[src/rtl/bcd_converter.sv]
// Sequential 16-bit binary to 4-digit BCD converter using shift-and-add-3 (double dabble).
// Values above 9999 saturate the display value to 9999 and raise overflow.
module bcd_converter (
  input  logic        clk_100mhz,
  input  logic        reset,
  input  logic        start,
  input  logic [15:0] bin_in,
  output logic        busy,
  output logic        done,
  output logic [15:0] bcd_out,
  output logic        overflow
);

  typedef enum logic [1:0] {
    IDLE   = 2'd0,
    SHIFT  = 2'd1,
    FINISH = 2'd2
  } state_e;

  state_e      state_q, state_d;
  logic [15:0] sr_q, sr_d;
  logic [19:0] acc_q, acc_d;
  logic [19:0] acc_adj;
  logic [4:0]  cnt_q, cnt_d;
  logic        done_q, done_d;
  logic [15:0] bcd_q, bcd_d;
  logic        ovf_q, ovf_d;

  // State register.
  // NOTE: sequential state uses non-blocking (<=) so every flop samples pre-edge values.
  always_ff @(posedge clk_100mhz) begin
    if (reset) state_q <= IDLE;
    else       state_q <= state_d;
  end

  // Next-state logic.
  // NOTE: assigning a default first keeps every path driven, so no latch is inferred.
  always_comb begin
    state_d = state_q;
    unique case (state_q)
      IDLE:    if (start) state_d = SHIFT;
      SHIFT:   if (cnt_q == 5'd15) state_d = FINISH;
      FINISH:  state_d = IDLE;
      default: state_d = IDLE;
    endcase
  end

  // Datapath: correct each digit before the shift so it cannot exceed 9 afterwards.
  always_comb begin
    for (int i = 0; i < 5; i++) begin
      acc_adj[4*i +: 4] = (acc_q[4*i +: 4] >= 4'd5) ? acc_q[4*i +: 4] + 4'd3
                                                     : acc_q[4*i +: 4];
    end
    sr_d   = sr_q;
    acc_d  = acc_q;
    cnt_d  = cnt_q;
    done_d = 1'b0;
    bcd_d  = bcd_q;
    ovf_d  = ovf_q;
    unique case (state_q)
      IDLE: begin
        if (start) begin
          sr_d  = bin_in;
          acc_d = '0;
          cnt_d = '0;
        end
      end
      SHIFT: begin
        acc_d = {acc_adj[18:0], sr_q[15]};
        sr_d  = {sr_q[14:0], 1'b0};
        cnt_d = cnt_q + 5'd1;
      end
      FINISH: begin
        done_d = 1'b1;
        if (acc_q[19:16] != 4'd0) begin
          bcd_d = 16'h9999;
          ovf_d = 1'b1;
        end else begin
          bcd_d = acc_q[15:0];
          ovf_d = 1'b0;
        end
      end
      default: ;
    endcase
  end

  always_ff @(posedge clk_100mhz) begin
    if (reset) begin
      sr_q   <= '0;
      acc_q  <= '0;
      cnt_q  <= '0;
      done_q <= 1'b0;
      bcd_q  <= '0;
      ovf_q  <= 1'b0;
    end else begin
      sr_q   <= sr_d;
      acc_q  <= acc_d;
      cnt_q  <= cnt_d;
      done_q <= done_d;
      bcd_q  <= bcd_d;
      ovf_q  <= ovf_d;
    end
  end

  // Output logic: busy covers SHIFT and FINISH; result outputs come straight from flops.
  always_comb begin
    busy     = (state_q != IDLE);
    done     = done_q;
    bcd_out  = bcd_q;
    overflow = ovf_q;
  end

endmodule

[config.mk]
export PLATFORM = sky130hd
export DESIGN_NAME = bcd_converter
export DESIGN_NICKNAME = d
export VERILOG_FILES = /design/src/rtl/bcd_converter.sv
export SDC_FILE = /design/constraint.sdc
export NUM_CORES = 1
export LEC_CHECK = 0
export BUFFER_PORTS_ARGS = -buffer_cell sky130_fd_sc_hd__buf_2
export CAP_MARGIN = 30
export CORE_MARGIN = 1.5
export CORE_UTILIZATION = 35
export CTS_BUF_LIST = sky130_fd_sc_hd__clkbuf_16
export DETAILED_ROUTE_END_ITERATION = 7
export GPL_TIMING_DRIVEN = 1
export SLEW_MARGIN = 20
export SYNTH_ARGS = -nofsm -noshare
export SYNTH_HDL_FRONTEND = slang
export SYNTH_SLANG_ARGS = --single-unit
[constraint.sdc]
create_clock -name clk_100mhz -period 3.2 [get_ports clk_100mhz]
set_input_delay 0.16 -clock clk_100mhz [delete_from_list [all_inputs] [get_ports clk_100mhz]]
set_output_delay 0.16 -clock clk_100mhz [all_outputs]
set_load 0.01 [all_outputs]
**Word level (Yosys, flattened, before mapping)**

Index checks and enable logic that the tools add are counted.
Widths: inputs -> output; s select.

- Register bits: 61
- Input port bits: 19
- Word-level logic and storage cells: 46
- Output and inout port bits: 19

- Magnitude comparators: 5
- Add/sub/neg operators: 6
- Reduce and logical (&&, ||, !) cells: 6
- Multiplexer cells: 17
- Equal/unequal tests: 5

Operators with widths:

| cell | number |
|---|---|
| $pmux 20 s2 | 1 |
| $mux 16 | 2 |
| $pmux 16 s2 | 1 |
| $ge 4x3->1 const B | 5 |
| $mux 20 | 1 |
| $add 4x2->4 const B | 4 |
| $mux 4 | 4 |
| $pmux 5 s2 | 1 |
| $add 5x1->5 const B | 1 |
| $eq 5x4->1 const B | 1 |
| $mux 5 | 1 |
| $mux 2 | 2 |
| $ne 2x2->1 const B | 2 |
| $pmux 2 s2 | 1 |
| $reduce_and 2->1 | 2 |
| $reduce_bool 2->1 | 2 |
| $reduce_bool 4->1 | 1 |
| $add 3x2->3 const B | 1 |
| $mux 3 | 1 |
| $eq 2x1->1 const B | 1 |
| $eq 2x2->1 const B | 1 |
| $logic_not 2->1 | 1 |
| $mux 1 | 2 |

**Logic depth before layout (Yosys ltp)**

Gate-level depths: netlist of run 1.

- Word-level depth: 3
- Mapped depth: 6
- Mapped depth without buffers: 6

**Worst setup path before layout of run 1**

No wires, ideal clock.

- Kind: register to register
- Start: reg acc_q[13]
- End: reg acc_q[14]
- Data required time: 3.083 ns
- Stages on the path, launching flop included: 7
- Path slack: 1.833 ns
- Data arrival time: 1.250 ns
- Cells stage by stage: dfxtp_1 inv_1 ha_1 nand2b_1 a21oi_1 mux2i_1 a22o_1

- Cells in the longest elaborated chain, start to end: 3
- Elaborated cells between the ends (all ways): 4
- Those cells by class: 1 x add/sub; 1 x order compare; 2 x mux

RTL lines:

| what | RTL line | RTL |
|---|---|---|
| start, declared | 22 | `logic [19:0] acc_q, acc_d;` |
| start signal, assigned | 90 | `acc_q <= '0;` |
| start signal, assigned | 97 | `acc_q <= acc_d;` |
| $add 4x2->4 / $ge 4x3->1 (equally long branches) | 51 | `acc_adj[4*i +: 4] = (acc_q[4*i +: 4] >= 4'd5) ? acc_q[4*i +: 4] + 4'd3` |
| $mux 4 * | 51 |  |
| $pmux 20 s2 * | 60 | `unique case (state_q)` |

Every way passes the cells marked *; elsewhere a longest branch is shown, timed or not.
A chain may end at the register's enable or synchronous reset.

**Worst setup path after layout of run 1**

- Start: reg state_q[1]
- End: reg acc_q[14]

- Cells in the longest elaborated chain, start to end: 3
- Elaborated cells between the ends (all ways): 6
- Those cells by class: 2 x eq/ne; 1 x mux; 3 x reduce/logical

RTL lines:

| what | RTL line | RTL |
|---|---|---|
| start, declared | 20 | `state_e state_q, state_d;` |
| start signal, assigned | 33 | `else state_q <= state_d;` |
| $eq 2x1->1 / $logic_not 2->1 (equally long branches) | 60 |  |
| $reduce_bool 2->1 (no source line) / $ne 2x2->1 (equally long branches) | -- |  |
| $reduce_and 2->1 (no source line) | -- |  |

Several ways; a longest one is shown, not always the timed one.

==> reports/metrics.cfg, run 1 <==
[status]
status=completed

[cts]
cts_buffers=9
cts_resized=0
cts_buffer_depth=2
cts.sinks=61
hold_buffers=0
ctsRootBufferMaster=clkbuf_16
clk_pin_slew_ps=50
cts.htree.levels=3
cts_tree=done
cts_setup_buffers=0
clk_latency_ps=330

[synthesis]
synth.most_common_cell=nor2_1
synthCells=350
synth_area_per_cell_um2=8.02
synth-edff-count=0
synth_top_area_share_pct=43.5
syn_nets=382
ys_seq_area_share_pct=43.5
ys_async_sr_fraction_pct=0
yosys.area.top_type=dfxtp_1
synth_area_leaders=dfxtp_1 (43%), nor2_1 (9.9%), a21oi_1 (6.4%), ha_1 (5.8%), nor3_1 (4.8%)
yosysWarnings=0
ys_seq_elements=61
ys_top_cells_by_count=nor2_1 (74), dfxtp_1 (61), a21oi_1 (36)
synth.distinct_cells=34
synth_ff_type=dfxtp_1
syn_area_um2=2810

[power_and_ir_drop]
p_total_mw=1.93
peakVddDrop_mv=0.366
cellLeakagePower_nw=1.42
power.density_nw_per_um2=575

[setup_path]
cp.required_ps=3470
crit_path_top_delay_cell=dfxtp_1
crit_family=simple AND/OR/NAND/NOR gates
start_kind=flip-flop
path_class=reg -> reg
arrival_ps=2540
cp_slowest_stage_delay_ps=820
endpoint_kind=flip-flop
path_cells=nor2_2, nor2_1, a22o_1
crit_fanout=22
path_buf_inv=0

[placed_design]
io_buffers=37
placed_cell_area_um2=3030
place_congestion=0.755
dp_slack_ps=929
dp_hpwl_mm=3.98

[timing]
finalCritPeriodShare_pct=70.9
timing.hold.ws_ps=209
rsz0062_at_grt=false
tns_ps=0
fin_crit_ps=2270
setup_viol=0
hold_viol=0
fin_skew_ps=2.92
max_slew.worst_pin.slew_ps=933
clock.fmax_mhz=441
layout_setup_ws_ps=932
slew_headroom_pct=37.6
final_max_slew_viol_count=0

[die]
initial_core_util_pct=36.3
die_h_um=92.6
io_pins=38
core_region_area_um2=7730
rows=32
die_w_um=92.6
die_area_um2=8570

[global_route]
gr-total-overflow=0
grt_max_degree=43
grt_pass1_vias=2323
globalRouteTotalUtil_pct=15.9
grt_antenna_before_repair=0
grt_first_pass_wirelength_mm=10.6

[final_layout]
drive_gt1_share_pct=15.4
fin_nets=411
area_delta_synth_final_pct=19.6
design_area_um2=3360
n_antenna_cell=0

[detailed_routing]
post_drt_wl_per_cell_um=12.9
drc_errors=0
via_per_inst=4.95
drt_pass1_iterations=5
drt_iter0_drc=64
final_antenna_net_count=0
via_count=2406
finalWirelength_mm=6.25

[job]
drv_cap=0

[worst_hold_path]
hold_class=in -> reg

[state kept, by name, summed over array words and instances, names as in the netlist]
signal / flops
acc_q: 20
bcd_out: 16
cnt_q: 5
done: 1
state_q: 2
sr_q: 16
overflow: 1
[power breakdown]
part / internal (mW) / switching, mW / total [mW]
logic: 0.0454 / 0.0719 / 0.117
clock network: 0.676 / 0.344 / 1.02
registers: 0.781 / 0.0130 / 0.794
[cell type report]
cell class / instances / area [µm²]
repair buffers: 40 / 208
clock inverters: 7 / 90.1
fillers: 811 / 4370
clock buffers: 9 / 225
inverters: 12 / 45.0
well taps: 102 / 128
multi-input cells: 255 / 1440
flip-flops and latches: 61 / 1220
[metal layers]
layer	GRT usage [%]	share of wire [%]
met4	4.49	1.1
met5	0	0
met3	6.90	5.0
met2	26.8	47
met1	18.1	47
[path summary, 6_finish.rpt]
path	cells after the start	startpoint	slack, ps	to
setup / recovery	3	state_q[1]	930	acc_q[14]
hold / removal	4	bin_in[0]	210	sr_q[0]
setup reg to reg	3	state_q[1]	930	acc_q[14]
hold reg to reg	2	bcd_out[9]	450	bcd_out[9]
[cell families after synthesis]
family                   Yosys count  share of synthesized area, %
buffers and inverters             34                          5.21
adder cells (fa/ha/maj)           13                          5.79
multiplexers                       5                          1.78
XOR/XNOR                           8                          2.50
AND/OR/NAND/NOR                  160                          26.1
AO/OA/AOI/OAI                     69                          15.1
flip-flops                        61                          43.5
[stage by stage]
step                      utilization [%]  instances
after floorplan                         -        350
after global placement               39.3        469
after detailed placement             39.3        469
after CTS                            43.3        485
after global routing                 43.4        486
final                                43.4        486
[placed cells by master, fill, tap and decap left out, types with 4 or more instances in the layout]
| master | synthesis | final |
|---|---|---|
| a21oi_1 | 36 | 36 |
| nor3_1 | 27 | 27 |
| nor2b_1 | 16 | 16 |
| dfxtp_1 | 61 | 61 |
| mux2i_1 | 5 | 5 |
| buf_2 | 12 | 37 |
| nand3_1 | 7 | 7 |
| a211oi_1 | 4 | 4 |
| a22o_1 | 13 | 13 |
| ha_1 | 13 | 13 |
| nor2_1 | 74 | 74 |
| nand2b_1 | 7 | 7 |
| xnor2_1 | 5 | 5 |
| inv_1 | 12 | 12 |
| clkbuf_16 | 0 | 9 |
| o21ai_0 | 10 | 10 |
| nand2_1 | 19 | 19 |
[worst reg2reg max path, stage by stage, from the launching register on]
cell     delay (ps)
dfxtp_1         820
nor2_2          330
nor2_1          790
a22o_1          270
(Power assumes the default switching activity.)
==> run 2, diff against run 1 <==
clock period = 2.2 ns   (was 3.2 ns; I/O delays follow)
==> reports/metrics.cfg, run 2 (synthesis gave the netlist of run 1 again) <==
[status]
status=completed

[timing]
max_slew.worst_pin.slew_ps=925
tns_ps=0
slew_headroom_pct=38.1
hold_viol=0
timing.hold.ws_ps=124
final_max_slew_viol_count=0
fin_crit_ps=1750
clock.fmax_mhz=571
fin_skew_ps=4.13
rsz0062_at_grt=false
finalCritPeriodShare_pct=79.6
setup_viol=0

[placed_design]
dp_hpwl_mm=4.14
io_buffers=37
place_congestion=0.830

[power_and_ir_drop]
pwr-share-clk_pct=52.2
p_total_mw=2.80
netSwitchingPower_mw=0.615
switching_share_pct=22.0
peakVddDrop_mv=0.447
power.density_nw_per_um2=823
p_seq_share_pct=41.3
p_int_mw=2.18
comb_power_share_pct=6.5
cellLeakagePower_nw=1.46

[detailed_routing]
drt_pass1_iterations=4
finalWirelength_mm=6.27
drt_iter0_drc=108
via_per_inst=4.92
via_count=2427
drc_errors=0
final_antenna_net_count=0
post_drt_wl_per_cell_um=12.7

[final_layout]
drive_gt1_share_pct=15.9
nFillCells=781
fin_nets=418
final-seq-area_um2=1220
largest_reg_flops=20
multiInputGateArea_um2=1440
regMostFlops=acc_q
area_delta_synth_final_pct=21.1
final_common_cell=nor2_1
n_antenna_cell=0
mostFrequentLayoutCells=nor2_1 (74), dfxtp_1 (61), buf_2 (37), a21oi_1 (36), nor3_1 (27)

[cts]
hold_buffers=0
cts_buffers=9
cts_setup_buffers=0
cts_buffer_depth=2
clk_latency_ps=330
cts_tree=done
cts.htree.levels=3
ctsRootBufferMaster=clkbuf_16
clk_pin_slew_ps=50
cts_resized=0
cts.sinks=61

[global_route]
grt_first_pass_wirelength_mm=10.5
grt_max_degree=25
grt_pass1_vias=2239
grt_antenna_before_repair=0
gr-total-overflow=0
globalRouteTotalUtil_pct=15.8

[setup_path]
endpoint_kind=flip-flop
path_cells=buf_4, nor2b_1, buf_4, nand2_1, nor2_1, nor3_1
cp_slowest_stage_delay_ps=510
crit_family=simple AND/OR/NAND/NOR gates
crit_path_top_delay_cell=dfxtp_1
path_class=reg -> reg
arrival_ps=1950
cp.required_ps=2400
crit_fanout=19
path_buf_inv=2
start_kind=flip-flop
path_common_cell=buf_4

[die]
die_w_um=92.6
initial_core_util_pct=36.3
io_pins=38
rows=32
core_region_area_um2=7730
die_area_um2=8570
die_h_um=92.6

[worst_hold_path]
hold_class=in -> reg

[job]
drv_cap=0

-- run 2: cell type report --
cell class	instances	share of cell area [%]
Multi-Input combinational cell	255	42.4
Timing Repair Buffer	47	7.66
Clock inverter	7	2.36
Clock buffer	9	6.62
Tap cell	102	3.75
Sequential cell	61	35.9
Inverter	12	1.32
-- run 2: power groups by stage --
stage / combinational, mW / clock, mW / sequential (mW)
CTS: 0.185 / 1.48 / 1.15
finish: 0.182 / 1.46 / 1.15
global placement: 0.182 / 0 / 1.18
detailed placement: 0.184 / 0 / 1.18
global route: 0.206 / 1.53 / 1.16
floorplan: 0.133 / 0 / 1.17
-- run 2: worst paths after layout --
kind         slack, ps   startpoint  depth (start not counted)     endpoint
max                450   state_q[1]                          6   bcd_out[3]
min reg2reg        450  bcd_out[14]                          2  bcd_out[14]
min                120    bin_in[0]                          4      sr_q[0]
max reg2reg        450   state_q[1]                          6   bcd_out[3]
-- run 2: worst reg2reg max path: cells and delay by family, from the launching register on --
family	cells	cell delay, ps
buffers and inverters	2	490
flip-flops	1	510
AND/OR/NAND/NOR	4	610
-- run 2: stage by stage --
| stage | setup slack, ps | instance area (µm²) | util (%) | instances |
|---|---|---|---|---|
| finish | 449 | 3400 | 44.0 | 493 |
| global route | 309 | 3400 | 44.0 | 493 |
| CTS | 431 | 3400 | 44.0 | 493 |
| detailed placement | 466 | 3090 | 40.0 | 477 |
| global placement | 501 | 3090 | 39.9 | 476 |
| floorplan | 833 | 2810 | - | 350 |
-- run 2: metal layers --
metal	share of wire (%)	track usage [%]
met1	49	19.2
met2	45	25.8
met3	4.6	5.42
met4	1.4	5.38
met5	0	0
